File: config.mk
export PLATFORM = sky130hd
export DESIGN_NAME = pipe_rate_pd_ctrl_flat
export DESIGN_NICKNAME = d
export VERILOG_FILES = /design/src/rtl/pipe_pkg.sv /design/src/rtl/pipe_rate_pd_ctrl_if.sv /design/src/rtl/pipe_lane_status_collector.sv /design/src/rtl/pipe_rate_pd_ctrl.sv /design/src/flat_wrapper.sv
export SDC_FILE = /design/constraint.sdc
export NUM_CORES = 1
export LEC_CHECK = 0
export ABC_AREA = 1
export BUFFER_PORTS_ARGS = -buffer_cell sky130_fd_sc_hd__clkbuf_2
export CAP_MARGIN = 20
export CORE_AREA = 2 2 108 110
export DETAILED_ROUTE_END_ITERATION = 8
export DIE_AREA = 0 0 110 112
export GPL_TIMING_DRIVEN = 0
export PLACE_DENSITY_LB_ADDON = 0.05
export SLEW_MARGIN = 20
export SYNTH_ARGS = -nofsm -noshare
export SYNTH_HDL_FRONTEND = slang
export SYNTH_SLANG_ARGS = --single-unit
File: constraint.sdc
create_clock -name CLK -period 3.71 [get_ports CLK]
set_clock_uncertainty 0.05 [all_clocks]
set_input_delay 0.742 -clock CLK [delete_from_list [all_inputs] [get_ports CLK]]
set_output_delay 0.742 -clock CLK [all_outputs]
set_load 0.005 [all_outputs]
File: src/rtl/pipe_pkg.sv
// Shared types for the PIPE rate / PowerDown change controller.
package pipe_pkg;

    typedef enum logic [3:0] {
        P0  = 4'd0,
        P0s = 4'd1,
        P1  = 4'd2,
        P2  = 4'd3
    } pd_e;

    typedef enum logic [1:0] {
        IDLE     = 2'd0,
        WAIT_OK  = 2'd1,
        WAIT_PHY = 2'd2,
        DONE     = 2'd3
    } state_e;

    typedef enum logic [1:0] {
        OK      = 2'd0,
        TIMEOUT = 2'd1,
        NOMASK  = 2'd2
    } status_e;

    localparam pd_e PD_RESET = P1;

endpackage

File: src/rtl/pipe_rate_pd_ctrl_if.sv
// LTSSM request/done handshake plus the PIPE Rate/PowerDown/PCLK signal bundle.
interface pipe_rate_pd_ctrl_if #(
    parameter int LANESNUMBER = 16
);
    logic                     req_valid;
    logic                     req_ready;
    logic [3:0]               req_rate;
    logic [3:0]               req_powerdown;
    logic                     req_pclk_change;
    logic [4:0]               req_pclkrate;
    logic [LANESNUMBER-1:0]   req_lane_mask;
    logic                     done;
    logic [1:0]               done_status;
    logic                     busy;
    logic [3:0]               Rate;
    logic [4*LANESNUMBER-1:0] PowerDown;
    logic [4:0]               PCLKRate;
    logic                     PclkChangeAck;
    logic                     PclkChangeOk;
    logic [LANESNUMBER-1:0]   PhyStatus;

    // Environment side: LTSSM issuing requests and PHY returning status.
    modport master (
        output req_valid, req_rate, req_powerdown, req_pclk_change, req_pclkrate,
               req_lane_mask, PclkChangeOk, PhyStatus,
        input  req_ready, done, done_status, busy, Rate, PowerDown, PCLKRate,
               PclkChangeAck
    );

    // Controller side.
    modport slave (
        input  req_valid, req_rate, req_powerdown, req_pclk_change, req_pclkrate,
               req_lane_mask, PclkChangeOk, PhyStatus,
        output req_ready, done, done_status, busy, Rate, PowerDown, PCLKRate,
               PclkChangeAck
    );

endinterface

File: src/rtl/pipe_lane_status_collector.sv
// Sticky per-lane PhyStatus collector; reports when every masked lane has answered.
module pipe_lane_status_collector #(
    parameter int LANESNUMBER = 16
) (
    input  logic                   clk,
    input  logic                   rst_n,
    input  logic                   clr,
    input  logic                   en,
    input  logic [LANESNUMBER-1:0] mask,
    input  logic [LANESNUMBER-1:0] phy_status,
    output logic                   all_done
);

    logic [LANESNUMBER-1:0] sticky;

    // Remember which masked lanes have pulsed since the last clear.
    always_ff @(posedge clk or negedge rst_n) begin
        if (!rst_n) begin
            sticky <= '0;
        end else if (clr) begin
            sticky <= '0;
        end else if (en) begin
            sticky <= sticky | (phy_status & mask);
        end
    end

    // Include the live pulses so the completing lane counts in its own cycle.
    always_comb begin
        all_done = (((sticky | phy_status) & mask) == mask);
    end

endmodule

File: src/rtl/pipe_rate_pd_ctrl.sv
// MAC-side sequencer for PIPE Rate / PowerDown / PCLKRate changes with PHY handshake.
module pipe_rate_pd_ctrl
    import pipe_pkg::*;
#(
    parameter int LANESNUMBER    = 16,
    parameter int TIMEOUT_CYCLES = 1024
) (
    input logic                CLK,
    input logic                RST_n,
    pipe_rate_pd_ctrl_if.slave bus
);

    localparam int CNTW = $clog2(TIMEOUT_CYCLES);

    state_e                 state;
    state_e                 next_state;
    status_e                next_status;
    logic [LANESNUMBER-1:0] mask;
    logic [CNTW-1:0]        count;
    logic                   accept;
    logic                   waiting;
    logic                   at_limit;
    logic                   collect;
    logic                   all_done;

    pipe_lane_status_collector #(
        .LANESNUMBER(LANESNUMBER)
    ) u_collector (
        .clk       (CLK),
        .rst_n     (RST_n),
        .clr       (accept),
        .en        (collect),
        .mask      (mask),
        .phy_status(bus.PhyStatus),
        .all_done  (all_done)
    );

    // State register.
    always_ff @(posedge CLK or negedge RST_n) begin
        if (!RST_n) begin
            state <= IDLE;
        end else begin
            state <= next_state;
        end
    end

    // Next state and the status to report on entry to DONE; completion beats timeout.
    always_comb begin
        next_state  = state;
        next_status = status_e'(bus.done_status);
        case (state)
            IDLE: begin
                if (accept) begin
                    if (bus.req_lane_mask == '0) begin
                        next_state  = DONE;
                        next_status = NOMASK;
                    end else if (bus.req_pclk_change) begin
                        next_state = WAIT_OK;
                    end else begin
                        next_state = WAIT_PHY;
                    end
                end
            end
            WAIT_OK: begin
                if (at_limit) begin
                    next_state  = DONE;
                    next_status = TIMEOUT;
                end else if (bus.PclkChangeOk) begin
                    next_state = WAIT_PHY;
                end
            end
            WAIT_PHY: begin
                if (all_done) begin
                    next_state  = DONE;
                    next_status = OK;
                end else if (at_limit) begin
                    next_state  = DONE;
                    next_status = TIMEOUT;
                end
            end
            DONE: begin
                next_state = IDLE;
            end
            default: begin
                next_state = IDLE;
            end
        endcase
    end

    // State-decoded handshake and timer qualifiers.
    always_comb begin
        bus.req_ready = (state == IDLE);
        accept        = bus.req_valid && (state == IDLE);
        waiting       = (state == WAIT_OK) || (state == WAIT_PHY);
        collect       = (state == WAIT_PHY);
        at_limit      = waiting && (count == CNTW'(TIMEOUT_CYCLES - 1));
    end

    // Registered outputs, latched mask and timeout counter.
    always_ff @(posedge CLK or negedge RST_n) begin
        if (!RST_n) begin
            bus.busy          <= 1'b0;
            bus.done          <= 1'b0;
            bus.done_status   <= 2'b00;
            bus.Rate          <= 4'd0;
            bus.PowerDown     <= {LANESNUMBER{4'(PD_RESET)}};
            bus.PCLKRate      <= 5'd0;
            bus.PclkChangeAck <= 1'b0;
            mask              <= '0;
            count             <= '0;
        end else begin
            bus.busy        <= (next_state != IDLE);
            bus.done        <= (next_state == DONE);
            bus.done_status <= next_status;

            if (accept) begin
                count <= '0;
            end else if (waiting) begin
                count <= count + CNTW'(1);
            end

            if (accept) begin
                mask <= bus.req_lane_mask;
                if (bus.req_lane_mask != '0) begin
                    bus.Rate <= bus.req_rate;
                    for (int i = 0; i < LANESNUMBER; i++) begin
                        if (bus.req_lane_mask[i]) begin
                            bus.PowerDown[4*i +: 4] <= bus.req_powerdown;
                        end
                    end
                    if (bus.req_pclk_change) begin
                        bus.PCLKRate <= bus.req_pclkrate;
                    end
                end
            end

            if (state == WAIT_OK && next_state == WAIT_PHY) begin
                bus.PclkChangeAck <= 1'b1;
            end else if (next_state == DONE) begin
                bus.PclkChangeAck <= 1'b0;
            end
        end
    end

endmodule
File: src/flat_wrapper.sv
// flat-port wrapper written by rule: the top's interface ports become plain ports
module pipe_rate_pd_ctrl_flat import pipe_pkg::*;
#(
    parameter int LANESNUMBER    = 16,
    parameter int TIMEOUT_CYCLES = 1024
)
  (CLK, RST_n, bus_req_valid, bus_req_rate, bus_req_powerdown, bus_req_pclk_change, bus_req_pclkrate, bus_req_lane_mask, bus_PclkChangeOk, bus_PhyStatus, bus_req_ready, bus_done, bus_done_status, bus_busy, bus_Rate, bus_PowerDown, bus_PCLKRate, bus_PclkChangeAck);
  pipe_rate_pd_ctrl_if #(.LANESNUMBER(LANESNUMBER)) bus_i ();
  input logic CLK;
  input logic RST_n;
  input wire logic [$bits(bus_i.req_valid)-1:0] bus_req_valid;
  input wire logic [$bits(bus_i.req_rate)-1:0] bus_req_rate;
  input wire logic [$bits(bus_i.req_powerdown)-1:0] bus_req_powerdown;
  input wire logic [$bits(bus_i.req_pclk_change)-1:0] bus_req_pclk_change;
  input wire logic [$bits(bus_i.req_pclkrate)-1:0] bus_req_pclkrate;
  input wire logic [$bits(bus_i.req_lane_mask)-1:0] bus_req_lane_mask;
  input wire logic [$bits(bus_i.PclkChangeOk)-1:0] bus_PclkChangeOk;
  input wire logic [$bits(bus_i.PhyStatus)-1:0] bus_PhyStatus;
  output wire logic [$bits(bus_i.req_ready)-1:0] bus_req_ready;
  output wire logic [$bits(bus_i.done)-1:0] bus_done;
  output wire logic [$bits(bus_i.done_status)-1:0] bus_done_status;
  output wire logic [$bits(bus_i.busy)-1:0] bus_busy;
  output wire logic [$bits(bus_i.Rate)-1:0] bus_Rate;
  output wire logic [$bits(bus_i.PowerDown)-1:0] bus_PowerDown;
  output wire logic [$bits(bus_i.PCLKRate)-1:0] bus_PCLKRate;
  output wire logic [$bits(bus_i.PclkChangeAck)-1:0] bus_PclkChangeAck;
  assign bus_i.req_valid = bus_req_valid;
  assign bus_i.req_rate = bus_req_rate;
  assign bus_i.req_powerdown = bus_req_powerdown;
  assign bus_i.req_pclk_change = bus_req_pclk_change;
  assign bus_i.req_pclkrate = bus_req_pclkrate;
  assign bus_i.req_lane_mask = bus_req_lane_mask;
  assign bus_i.PclkChangeOk = bus_PclkChangeOk;
  assign bus_i.PhyStatus = bus_PhyStatus;
  assign bus_req_ready = bus_i.req_ready;
  assign bus_done = bus_i.done;
  assign bus_done_status = bus_i.done_status;
  assign bus_busy = bus_i.busy;
  assign bus_Rate = bus_i.Rate;
  assign bus_PowerDown = bus_i.PowerDown;
  assign bus_PCLKRate = bus_i.PCLKRate;
  assign bus_PclkChangeAck = bus_i.PclkChangeAck;
  pipe_rate_pd_ctrl #(.LANESNUMBER(LANESNUMBER), .TIMEOUT_CYCLES(TIMEOUT_CYCLES)) u_core (.CLK(CLK), .RST_n(RST_n), .bus(bus_i));
endmodule
# ---- After elaboration in Yosys (flattened, before gate mapping)
# Cells that the tools add are included.
dict set report op_classes {
  mux 19
  n_eq_ne 9
  addsub 1
  reduce_logical 31
  bitwise_logic 4
}
# op count
set op_table {}
lappend op_table {{$reduce_and A3 Y1} 18}
lappend op_table {{$and A16 B16 Y16} 2}
lappend op_table {{$mux W16} 2}
lappend op_table {{$or A16 B16 Y16} 2}
lappend op_table {{$mux W2} 11}
lappend op_table {{$mux W10} 2}
lappend op_table {{$eq A16 B16 Y1} 1}
lappend op_table {{$logic_not A16 Y1} 1}
lappend op_table {{$reduce_bool A16 Y1} 1}
lappend op_table {{$add A10 B1 Y10 const B} 1}
lappend op_table {{$eq A10 B10 Y1 const B} 1}
lappend op_table {{$eq A2 B2 Y1 const B} 4}
lappend op_table {{$pmux W2 S4} 1}
lappend op_table {{$reduce_bool A2 Y1} 4}
lappend op_table {{$pmux W2 S3} 1}
lappend op_table {{$ne A2 B1 Y1 const B} 2}
lappend op_table {{$logic_and A1 B1 Y1} 3}
lappend op_table {{$reduce_bool A3 Y1} 1}
lappend op_table {{$eq A2 B1 Y1 const B} 1}
lappend op_table {{$logic_not A2 Y1} 1}
lappend op_table {{$mux W1} 2}
lappend op_table {{$reduce_and A2 Y1} 1}
lappend op_table {{$logic_or A1 B1 Y1} 1}
dict set report word_totals {
  reg_bits 122
  wordCells 90
}

# ---- Logic depth before layout (Yosys ltp)
dict set report depth {
  depth_word 9
  mapped_depth 13
}

# ---- Modules after synthesis
# Synthesis repeated with hierarchy kept, for this count alone.
dict set report unflattened {
  cells_unflattened 546
  area_unflattened_um2 5121.2
}
# module area_per_inst_um2 seq_area_each_um2 instances cells_each
set modules_own_cells {}
lappend modules_own_cells {pipe_rate_pd_ctrl 4191.5 2672.6 1 432}
lappend modules_own_cells {pipe_lane_status_collector 929.6 400.4 1 114}

# ---- Worst setup path before layout
# OpenSTA, ideal clock, no wires.
dict set report synth_timing {
  path_type {input to register}
  start {input port bus_req_lane_mask[3]}
  end {register u_core.bus.Rate[0]}
  n_path_buf 0
  path_slack_ns 1.935
  setup_ns 0.125
  t_arrival_ns 1.601
  required_ns 3.535
  path_stages 5
  path_cell_list {nor2_1 nand4_1 or2_4 nand2_2 mux2_2}
}
dict set report synth_via {
  elab_chain_cells 2
}
# item line
set synth_rtl {}
lappend synth_rtl {{from (decl)} flat_wrapper.sv:16} ;# input wire logic [$bits(bus_i.req_lane_mask)-1:0] bus_req_lane_mask;
lappend synth_rtl {{$reduce_bool A16 Y1} pipe_rate_pd_ctrl.sv:124} ;# if (bus.req_lane_mask != '0) begin
lappend synth_rtl {{$reduce_and A2 Y1 (no source line)} --}
lappend synth_rtl {{to (signal assigned)} pipe_rate_pd_ctrl.sv:125} ;# bus.Rate <= bus.req_rate;
lappend synth_rtl {{to (decl)} pipe_rate_pd_ctrl_if.sv:34} ;# output req_ready, done, done_status, busy, Rate, PowerDown, PCLKRate,
# Every way passes these cells.
# A chain may end at the register's enable or synchronous reset.

# ---- Worst setup path after layout
dict set report layout_timing {
  start {register u_core.state[0]}
  end {output port bus_req_ready}
}
dict set report layout_via {
  elab_chain_cells 1
}
# item line
set layout_rtl {}
lappend layout_rtl {{from (decl)} pipe_rate_pd_ctrl.sv:15} ;# state_e state;
lappend layout_rtl {{from (signal assigned)} pipe_rate_pd_ctrl.sv:43} ;# state <= next_state;
lappend layout_rtl {{$logic_not A2 Y1} pipe_rate_pd_ctrl.sv:92} ;# bus.req_ready = (state == IDLE);
lappend layout_rtl {{to (decl)} flat_wrapper.sv:19} ;# output wire logic [$bits(bus_i.req_ready)-1:0] bus_req_ready;
# Every way passes these cells.

==> results.json <==
{
  "status": "completed",
  "grt_antenna_before_repair": 0,
  "post_cts.repair.setup_buffers": 0,
  "drive_gt1_share_pct": 28.1,
  "worstSetupEndpointType": "output pin",
  "clock.fmax_mhz": 464,
  "pwr_density_cell_nw_per_um2": 883,
  "netlist_top_cells_area": "dfrtp_1, nand2_1, dfstp_2",
  "clk_latency_ns": 0.42,
  "seqPwrFrac_pct": 41.3,
  "die_w_um": 110,
  "critPathMaxFanout": 5,
  "cts_hold_buffers": 0,
  "place.port_buffers": 128,
  "wl_per_cell_um": 14.2,
  "internal_power_mw": 3.78,
  "use_met3_pct": 7.67,
  "setup_viol": 0,
  "cts_buffer_depth": 2,
  "finalHoldViolCount": 0,
  "arrival_ns": 1.36,
  "p_leak_nw": 3.31,
  "num-nets-final": 739,
  "yosysWarnings": 0,
  "drt_drc_violations_left": 0,
  "drv_slew": 0,
  "grt_max_degree": 87,
  "power_switching_mw": 1.86,
  "root_buffer": "clkbuf_16",
  "clkTransAtPathRegs_ns": 0.05,
  "dpl.hpwl_um": 8580,
  "drv_cap": 0,
  "tightest_slew_ns": 0.535,
  "cts_tree": "yes",
  "die_h_um": 112,
  "critPathKind": "reg2out",
  "cts.htree.levels": 4,
  "crit_chain": "inv_1 -> ha_1 -> clkbuf_2",
  "wirelength_um": 11900,
  "synthCells": 536,
  "io_pins": 129,
  "track_usage_pct": 21.3,
  "syn_to_final_growth_pct": 29.2,
  "clockPowerShare_pct": 29.1,
  "routed_via_density": 4.80,
  "hold_path.class": "in2async",
  "min_period_ns": 2.15,
  "gp_congestion": 0.834,
  "cts_resized": 0,
  "grt_use_met1_pct": 27.5,
  "slew_headroom_pct": 64.4,
  "grt_pass1_wl_um": 19600,
  "p_sw_share_pct": 32.9,
  "final_util_pct": 57.1,
  "setup_slack_ns": 1.56,
  "final_area_um2": 6380,
  "vdd_ir_drop_max_uv": 457,
  "vias": 4032,
  "synth_top_area_share_pct": 53.7,
  "fillerInstances": 1050,
  "rsz0062_at_grt": "no",
  "drt_pass1_iterations": 4,
  "synthDistinctLibCells": 28,
  "diodes": 0,
  "comb_power_share_pct": 29.5,
  "cts_made_buffers": 17,
  "die-area_um2": 12300,
  "pre_cts_slack_ns": 1.62,
  "grt_busiest_layer": "met2",
  "synth_fp_nets": 591,
  "reg2reg_setup_slack_ns": 1.72,
  "reg2reg_depth": 8,
  "cp_num_buf_inv": 2,
  "critPathLaunchType": "register",
  "grt_pass1_vias": 3935,
  "cts_sinks": 122,
  "syn_area_per_cell_um2": 9.22,
  "worstPathRequired_ns": 2.92,
  "yosysTopAreaCell": "dfrtp_1",
  "crit_path_top_delay_cell": "dfrtp_1",
  "synth_area_um2": 4940,
  "grt_overflow": 0,
  "seq_area_frac_synth_pct": 62.2,
  "timing.final.crit_share_pct": 58.1,
  "crit_family": "flip-flops",
  "first_iter_violations": 179,
  "slowest_delay_ns": 0.40,
  "dpl-instance-area_um2": 5800,
  "met2_usage_pct": 32.4,
  "synth-seq-cells": 122,
  "rows": 39,
  "initial_utilization_pct": 44.2,
  "fp.coreArea_um2": 11200,
  "fin_setup_tns_ns": 0,
  "rr_startpoint": "u_core.state[0]",
  "antenna_left": 0,
  "r2r_end": "u_core.bus.PowerDown[7]"
}
worst reg2reg max path, stage by stage (launching register included):
cell and delay (ns):
dfrtp_1 0.40, inv_1 0.14, ha_1 0.26, nand2_2 0.15, clkinv_2 0.18, buf_2 0.24
nand2_1 0.24, nand2_1 0.11, o21ai_0 0.08
cell families (layout without fill, tap and decap cells):
family | after synthesis | after routing | share of synthesized area, %
AND/OR/NAND/NOR | 250 | 250 | 20.8
AO/OA/AOI/OAI | 106 | 106 | 10.9
multiplexers | 4 | 4 | 0.912
buffers and inverters | 49 | 210 | 3.85
adder cells (fa/ha/maj) | 5 | 5 | 1.27
flip-flops | 122 | 122 | 62.2
stage by stage:
stage          instances  hold slack [ns]  power [mW]
6_report             840            0.187        5.64
5_1_grt              840            0.205        6.08
4_1_cts              840            0.193        5.72
3_5_place_dp         808            0.417        4.04
3_3_place_gp         807            0.411        3.97
2_1_floorplan        536            0.396        3.27
how the worst max path moves through the flow:
stage / slack, ns / cells after the start / end / startpoint
final: 1.56 / 3 / bus_req_ready / u_core.state[0]
after global routing: 1.47 / 8 / u_core.bus.PowerDown[7] / u_core.state[0]
after CTS: 1.52 / 3 / bus_req_ready / u_core.state[0]
after detailed placement: 1.62 / 6 / u_core.bus.Rate[2] / bus_req_lane_mask[8]
after global placement: -0.03 / 1 / u_core.bus.PowerDown[14] / RST_n
after floorplan: 1.93 / 5 / u_core.bus.Rate[0] / bus_req_lane_mask[3]
flip-flops by register name, summed over array words and instances, names as in the netlist:
name,cells
u_core.bus.done_status,2
u_core.u_collector.sticky,16
u_core.bus.Rate,4
u_core.mask,16
u_core.bus.busy,1
u_core.bus.PCLKRate,5
u_core.bus.PclkChangeAck,1
u_core.bus.PowerDown,64
u_core.count,10
u_core.bus.done,1
u_core.state,2
routing by layer:
layer | vias to the layer above | share of wire (%)
li1 | 2036 | -
met1 | 1897 | 44
met2 | 88 | 49
met3 | 11 | 5.8
met4 | 0 | 1.2
met5 | - | 0
area by class of cell:
class / count / area (um^2) / area share (%)
Buffer: 11 / 46.3 / 0.725
Clock buffer: 23 / 468 / 7.33
Clock inverter: 9 / 120 / 1.88
Inverter: 38 / 144 / 2.25
Multi-Input combinational cell: 365 / 1680 / 26.3
Sequential cell: 122 / 3070 / 48.1
Tap cell: 143 / 179 / 2.80
Timing Repair Buffer: 129 / 677 / 10.6
cells in the mapped netlist:
cell type,count
nand4_1,4
a21oi_1,28
clkbuf_1,5
nor3_4,1
nand2_1,178
a21boi_1,1
dfrtp_1,106
nor2_1,34
nor3_1,2
a211oi_1,1
clkinv_2,1
mux2_2,4
nand3_2,2
nand3_1,18
nand3b_1,1
nand2_2,5
dfstp_2,16
ha_1,5
a221oi_1,1
and3_1,1
o21ai_0,62
o21ai_1,13
or2_4,1
nor2_2,3
buf_2,4
inv_1,35
inv_2,2
buf_1,2
power groups by stage:
stage | registers, mW | clock network (mW) | logic (mW)
final | 2.33 | 1.64 | 1.67
after global routing | 2.40 | 1.74 | 1.93
after CTS | 2.34 | 1.68 | 1.70
after detailed placement | 2.34 | 0 | 1.69
after global placement | 2.32 | 0 | 1.65
after floorplan | 2.33 | 0 | 0.935
cell usage in the layout, fill, tap and decap left out, drive strengths merged:
master,n
a211oi,1
a21boi,1
a21oi,28
a221oi,1
and3,1
buf,7
bufinv,3
clkbuf,156
clkinv,7
dfrtp,106
dfstp,16
ha,5
inv,37
mux2,4
nand2,183
nand3,20
nand3b,1
nand4,4
nor2,37
nor3,3
o21ai,75
or2,1
Note: power is estimated with default switching activity, not from simulation.
